==> config.mk <==
export PLATFORM = sky130hd
export DESIGN_NAME = lm32_dtlb_walker
export DESIGN_NICKNAME = d
export VERILOG_FILES = /design/src/rtl/lm32_dtlb_walker.sv
export SDC_FILE = /design/constraint.sdc
export NUM_CORES = 1
export LEC_CHECK = 0
export CELL_PAD_IN_SITES_DETAIL_PLACEMENT = 0
export CELL_PAD_IN_SITES_GLOBAL_PLACEMENT = 1
export CORE_MARGIN = 3
export CORE_UTILIZATION = 32
export CTS_BUF_LIST = sky130_fd_sc_hd__clkbuf_16
export DETAILED_ROUTE_END_ITERATION = 8
export DONT_BUFFER_PORTS = 1
export PLACE_DENSITY_LB_ADDON = 0.12
export SYNTH_ARGS = -nofsm -noshare
export SYNTH_HDL_FRONTEND = slang
export SYNTH_SLANG_ARGS = --single-unit
==> constraint.sdc <==
create_clock -name clk_i -period 4.7 [get_ports clk_i]
set_clock_uncertainty 0.1 [all_clocks]
set_input_delay 1.41 -clock clk_i [delete_from_list [all_inputs] [get_ports clk_i]]
set_output_delay 1.41 -clock clk_i [all_outputs]
set_load 0.05 [all_outputs]
==> src/rtl/lm32_dtlb_walker.sv <==
// lm32_dtlb_walker: hardware refill engine for the DTLB. On a miss it reads the
// L1 and L2 page-table entries over a Wishbone master port and then emits one
// DTLB update (vaddr/paddr pair) or a fault with its cause.
//
// Handshake: wb_cyc_o/wb_stb_o rise when an access starts and stay high with a
// stable wb_adr_o until wb_ack_i or wb_err_i is seen (or abort/timeout ends the
// walk); each access is a single read and cyc always drops after it completes.
module lm32_dtlb_walker #(
  parameter int unsigned page_size      = 4096,
  parameter int unsigned l1_bits        = 10,
  parameter int unsigned timeout_cycles = 1023
) (
  input  logic        clk_i,
  input  logic        rst_i,
  input  logic        miss_req_i,
  input  logic [31:0] miss_vaddr_i,
  input  logic [31:0] ptbase_i,
  input  logic        abort_i,
  output logic [31:0] wb_adr_o,
  output logic        wb_cyc_o,
  output logic        wb_stb_o,
  input  logic [31:0] wb_dat_i,
  input  logic        wb_ack_i,
  input  logic        wb_err_i,
  output logic        busy_o,
  output logic        tlb_update_o,
  output logic [31:0] tlb_vaddr_o,
  output logic [31:0] tlb_paddr_o,
  output logic        done_o,
  output logic        fault_o,
  output logic [1:0]  fault_cause_o,
  output logic [2:0]  dbg_state_o
);

  localparam int unsigned OB  = $clog2(page_size);
  localparam int unsigned L2B = 32 - OB - l1_bits;
  localparam int unsigned TW  = $clog2(timeout_cycles + 1);

  localparam logic [31:0]   PAGE_MASK = ~((32'd1 << OB) - 32'd1);
  localparam logic [31:0]   L2_MASK   = (32'd1 << L2B) - 32'd1;
  localparam logic [TW-1:0] TMO_LAST  = TW'(timeout_cycles - 1);

  localparam logic [1:0] C_NONE    = 2'd0;
  localparam logic [1:0] C_INVALID = 2'd1;
  localparam logic [1:0] C_BUS     = 2'd2;
  localparam logic [1:0] C_TIMEOUT = 2'd3;

  // S_GAP is the single idle bus cycle between the L1 and L2 reads.
  typedef enum logic [2:0] {
    S_IDLE = 3'd0,
    S_L1   = 3'd1,
    S_GAP  = 3'd2,
    S_L2   = 3'd3,
    S_DONE = 3'd4
  } state_t;

  state_t        state_q, state_d;
  logic [31:0]   vaddr_q, ptbase_q, pte_q;
  logic [31:0]   tlb_vaddr_q, tlb_paddr_q;
  logic [TW-1:0] tmo_q;
  logic [1:0]    cause_q, cause_d;
  logic          ld_req, ld_l1, ld_tlb, tmo_clr, tmo_inc;
  logic [31:0]   l1_adr, l2_adr;

  // Table addresses: base frame, index field, word offset (truncated to 32 bits).
  assign l1_adr = ((ptbase_q >> OB) << (l1_bits + 2)) | ((vaddr_q >> (32 - l1_bits)) << 2);
  assign l2_adr = ((pte_q >> OB) << (L2B + 2)) | (((vaddr_q >> OB) & L2_MASK) << 2);

  // State register plus walk context, timeout counter and held DTLB pair.
  always_ff @(posedge clk_i or posedge rst_i) begin
    if (rst_i) begin
      state_q     <= S_IDLE;
      vaddr_q     <= '0;
      ptbase_q    <= '0;
      pte_q       <= '0;
      tlb_vaddr_q <= '0;
      tlb_paddr_q <= '0;
      tmo_q       <= '0;
      cause_q     <= C_NONE;
    end else begin
      state_q <= state_d;
      cause_q <= cause_d;
      if (ld_req) begin
        vaddr_q  <= miss_vaddr_i;
        ptbase_q <= ptbase_i;
      end
      if (ld_l1) pte_q <= wb_dat_i;
      if (ld_tlb) begin
        tlb_vaddr_q <= vaddr_q & PAGE_MASK;
        tlb_paddr_q <= wb_dat_i & PAGE_MASK;
      end
      if (tmo_clr)      tmo_q <= '0;
      else if (tmo_inc) tmo_q <= tmo_q + TW'(1);
    end
  end

  // Next-state logic: abort beats err, err beats ack, ack beats timeout.
  always_comb begin
    state_d = state_q;
    cause_d = cause_q;
    ld_req  = 1'b0;
    ld_l1   = 1'b0;
    ld_tlb  = 1'b0;
    tmo_clr = 1'b0;
    tmo_inc = 1'b0;
    case (state_q)
      S_IDLE: begin
        if (miss_req_i) begin
          state_d = S_L1;
          cause_d = C_NONE;
          ld_req  = 1'b1;
          tmo_clr = 1'b1;
        end
      end
      S_L1, S_L2: begin
        if (abort_i) begin
          state_d = S_IDLE;
        end else if (wb_err_i) begin
          state_d = S_DONE;
          cause_d = C_BUS;
        end else if (wb_ack_i) begin
          if (!wb_dat_i[0]) begin
            state_d = S_DONE;
            cause_d = C_INVALID;
          end else if (state_q == S_L1) begin
            state_d = S_GAP;
            ld_l1   = 1'b1;
          end else begin
            state_d = S_DONE;
            cause_d = C_NONE;
            ld_tlb  = 1'b1;
          end
        end else if (tmo_q == TMO_LAST) begin
          state_d = S_DONE;
          cause_d = C_TIMEOUT;
        end else begin
          tmo_inc = 1'b1;
        end
      end
      S_GAP: begin
        if (abort_i) begin
          state_d = S_IDLE;
        end else begin
          state_d = S_L2;
          tmo_clr = 1'b1;
        end
      end
      S_DONE:  state_d = S_IDLE;
      default: state_d = S_IDLE;
    endcase
  end

  // Bus and completion outputs decoded from the registered state only.
  always_comb begin
    wb_cyc_o      = 1'b0;
    wb_adr_o      = '0;
    done_o        = 1'b0;
    tlb_update_o  = 1'b0;
    fault_o       = 1'b0;
    fault_cause_o = C_NONE;
    case (state_q)
      S_L1: begin
        wb_cyc_o = 1'b1;
        wb_adr_o = l1_adr;
      end
      S_L2: begin
        wb_cyc_o = 1'b1;
        wb_adr_o = l2_adr;
      end
      S_DONE: begin
        done_o        = 1'b1;
        tlb_update_o  = (cause_q == C_NONE);
        fault_o       = (cause_q != C_NONE);
        fault_cause_o = cause_q;
      end
      default: ;
    endcase
  end

  assign wb_stb_o    = wb_cyc_o;
  assign busy_o      = (state_q != S_IDLE);
  assign tlb_vaddr_o = tlb_vaddr_q;
  assign tlb_paddr_o = tlb_paddr_q;
  assign dbg_state_o = state_q;

endmodule

# Yosys cells after proc, flatten, opt, wreduce, memory -nomap -nowiden
# Cells that the tools add are included.
[totals]
reg_bits = 151
word_cells = 76
inputBits = 102
[op_classes]
eq_ne = 10
addsub = 1
n_mux = 46
bitwise_logic = 2
reduce_logical = 9
[ops]
columns = ["op", "n"]
rows = [
  ["$or 32x12->32", 2],
  ["$pmux 32 s2", 1],
  ["$mux 1", 24],
  ["$mux 3", 7],
  ["$mux 10", 2],
  ["$mux 2", 9],
  ["$add 10x1->10 const B", 1],
  ["$eq 10x10->1 const B", 1],
  ["$pmux 3 s3", 1],
  ["$eq 3x2->1 const B", 2],
  ["$reduce_bool 2->1", 3],
  ["$ne 5x1->1 const B", 1],
  ["$ne 5x5->1 const B", 1],
  ["$reduce_and 5->1", 1],
  ["$ne 2x2->1 const B", 2],
  ["$ne 4x1->1 const B", 1],
  ["$pmux 2 s2", 1],
  ["$eq 3x1->1 const B", 1],
  ["$eq 3x3->1 const B", 1],
  ["$logic_not 3->1", 1],
  ["$reduce_bool 3->1", 1],
  ["$logic_not 2->1", 1],
  ["$pmux 1 s2", 1],
  ["$reduce_and 2->1", 1],
  ["$reduce_or 2->1", 1],
]

# Longest topological paths before layout
[logic_depth]
ltp_word = 8
depth_mapped = 7

# Worst setup path before layout
# No wires, ideal clock.
[synth_timing]
path_type = "register to output"
startpoint = "reg state_q[1] (netlist: dbg_state_o[1])"
endpoint = "out tlb_update_o"
arrival_ns = 3.304
required_time_ns = 3.190
n_path_buf = 1
setup_slack_ns = -0.114
path_stages_with_launch = 4
path_cell_list = "dfrtp_1 buf_2 nor3b_1 nor3b_1"
[synth_between]
elab_chain_len = 2
[synth_lines]
columns = ["item", "line", "rtl"]
rows = [
  ["start: declaration", "57", "state_t state_q, state_d;"],
  ["start signal: assignment", "81", "state_q <= state_d;"],
  ["$eq 3x3->1", "161", "case (state_q)"],
  ["$mux 1", "161", ""],
  ["end: declaration", "26", "output logic tlb_update_o,"],
]
# Every way passes these cells.

# Worst setup path in the final report
[layout_timing]
startpoint = "reg state_q[2] (netlist: dbg_state_o[2])"
endpoint = "out fault_o"
[layout_between]
elab_chain_len = 2
[layout_lines]
columns = ["item", "line", "rtl"]
rows = [
  ["$eq 3x3->1", "161", ""],
  ["$mux 1", "161", ""],
  ["end: declaration", "30", "output logic fault_o,"],
]
# Every way passes these cells.

==> summary.txt <==
Final layout
  • Ratio of cells with drive above 1 in the final layout: 34.8%
  • Layout overhead on the synthesized area: 18.5%
  • Final instance area: 6290 sq um
  • Fin nets: 554
  • Fillers: 1553
  • Diodes inserted: 0
  • Multi-input logic area: 2200 sq um
  • Reg area: 2880 sq um

Clocking
  • CTS root buffer: clkbuf_16
  • Cts bufs inserted: 17
  • Clock-pin slew on the worst setup and hold paths: 0.05 ns
  • Worst-Skew Late Latency: 0.41 ns
  • CTS max path bufs: 2
  • CTS sink count: 115
  • # Post-CTS Setup Buffers: 0
  • Post-CTS sizing: 0
  • CTS tree: built
  • H-tree depth: 4
  • Hold_buf cts: 0

Power and ir drop
  • Leak Pwr: 0.00282 uW
  • Net Sw Frac: 31.0%
  • Pwr/cell area: 513 nW/um^2
  • Clock power share: 39.1%
  • Int Power: 2220 uW
  • Psw: 999 uW
  • Comb power frac: 20.3%
  • VDD IR max: 238 uV
  • Sequential share of power: 40.6%

Synth
  • Netlist cell types: 45
  • Area leader, netlist: dfrtp_1
  • Top cells by count, synth: dfrtp_1 (115), mux2_2 (79), nor2_1 (33)
  • Post-Syn Area: 5310 sq um
  • Syn Inst Count: 410
  • Post-synth top flop: dfrtp_1
  • Async set-reset flop share out of synthesis: 100%
  • Synth Area per Inst: 12.9 sq um
  • Most frequent cell after synthesis: dfrtp_1
  • Synth top area cells: dfrtp_1 (54%), mux2_2 (17%), mux2i_1 (5.8%)
  • Syn. warnings: 0
  • Yosys top cell area share: 54.2%
  • Seq/Total Area, Yosys: 54.2%
  • Post-synth EDFFs: 0
  • #FFs+latches synth: 115

STA
  • Crit path time final: 3.99 ns
  • Worst Tran Pin Value: 1.24 ns
  • F_max: 0.251 GHz
  • RSZ-0062 raised after global routing: no
  • Fin crit share: 84.9%
  • Final Hold Viols: 0
  • Relative slew slack: 16.9%
  • Fin Setup TNS: 0 ns
  • Final Max Tran Viols: 0
  • Setup violations, final: 0

Placed design
  • IO buf count: 0
  • Detail Placement HPWL: 8700 um
  • Post-DP Area: 5710 sq um
  • RePlAce Congestion: 0.683

Routing
  • ANT nets after route: 0
  • Vias per Instance: 4.82
  • First-pass iteration count of the detailed router: 4
  • Routed len/inst: 18.3 um
  • Drt total wl: 12400 um
  • Initial DRC count: 102
  • Via count: 3275
  • DRC: 0

Worst setup path
  • Req. time, crit path: 3.19 ns
  • CP bufs+invs: 1
  • Crit path cell chain: nor3b_2 > buf_4 > and2_1 > or2_2
  • Crit-path max cell delay: 0.72 ns
  • Crit-path max FO: 7
  • Delay-heaviest family, CP: simple AND/OR/NAND/NOR gates
  • Kind of critical path: flip-flop to output port
  • Startpoint Class: flip-flop
  • Crit. End Element: output port
  • Critical Path AT: 2.48 ns
  • CP max-delay cell: dfrtp_1
  • R2r setup slk: 1.48 ns

Die
  • # rows: 46
  • Die H: 135 um
  • Core area: 16100 sq um
  • Initial Util: 33.0%
  • Die ar.: 18200 sq um
  • Die X: 135 um
  • # IOs: 209

Job
  • # Max-Cap Violations: 0

Global route
  • Initial antenna violation count: 0
  • GRT Overall Usage: 14.2%
  • First-pass GRT wire length: 19700 um
  • Largest net degree at the start of global routing: 53
  • GRT overflow: 0
  • Number of global-route vias before repair: 3602

Min path
  • Hold/Removal Path Class: flip-flop to flip-flop

Run status
  • Status: finished, final reports clean
==> per-stage QoR <==
stage               power, uW  worst slack, ns  util [%]  cells  hold WS, ns
global placement         1980             1.12      35.6    647        0.368
floorplan                1840            0.146         -    435        0.358
CTS                      3270            0.671      39.2    679        0.390
global route             3390            0.579      39.2    679        0.403
finish                   3220            0.710      39.2    679        0.385
detailed placement       1990             1.12      35.6    647        0.377
==> layer usage <==
metal  wire (um)  part of all wire, %  vias up  track usage (%)
met1        5360                   43     1664             17.3
met5           0                    0        -                0
li1            -                    -     1474                -
met3         993                  8.0       10             5.96
met4         128                  1.0        0             4.75
met2        5970                   48      127             22.8
==> path summary, 6_finish.rpt <==
kind,start,endpoint,depth (start not counted)
max,dbg_state_o[2],fault_o,4
min,pte_q[25],pte_q[25],1
max reg2reg,dbg_state_o[0],pte_q[18],6
min reg2reg,pte_q[25],pte_q[25],1
max in group asynchronous,rst_i,tlb_vaddr_o[15],2
min in group asynchronous,rst_i,tlb_vaddr_o[20],1
==> state kept, by name, indices dropped and copies added, names as in the netlist <==
name,count
tlb_paddr_o,20
vaddr_q,20
pte_q,20
ptbase_q,20
tmo_q,10
tlb_vaddr_o,20
cause_q,2
dbg_state_o,3
==> layout make-up <==
| type | instances | area share (%) |
|---|---|---|
| timing repair buffer | 43 | 5.33 |
| clock inverter | 15 | 2.39 |
| multi-input combinational | 265 | 34.9 |
| tap | 216 | 4.30 |
| clock buffer | 17 | 6.76 |
| inverter | 8 | 0.517 |
| sequential | 115 | 45.8 |
==> layout by cell type (no fill, tap or decap), types with 6 or more instances in the layout <==
| cell | instances |
|---|---|
| a21oi_1 | 6 |
| buf_4 | 42 |
| clkbuf_16 | 17 |
| conb_1 | 26 |
| dfrtp_1 | 114 |
| inv_1 | 10 |
| mux2_1 | 22 |
| mux2_2 | 79 |
| mux2i_1 | 31 |
| nand2_1 | 9 |
| nor2_1 | 33 |
==> logic make-up after synthesis <==
logic type	share of synthesized area, %
muxes	27.3
and+or+nand+nor	7.64
adders and majority gates	0.472
buffers and inverters	6.63
DFF	54.2
other	0.0707
AOI/OAI and AO/OA	3.68
==> power by group through the flow <==
stage / clock, uW / sequential (uW) / combinational, uW
6_report: 1260 / 1310 / 656
5_1_grt: 1350 / 1340 / 710
4_1_cts: 1300 / 1310 / 670
3_5_place_dp: 0 / 1330 / 668
3_3_place_gp: 0 / 1320 / 658
2_1_floorplan: 0 / 1290 / 544
Note: power is estimated with default switching activity, not from simulation.
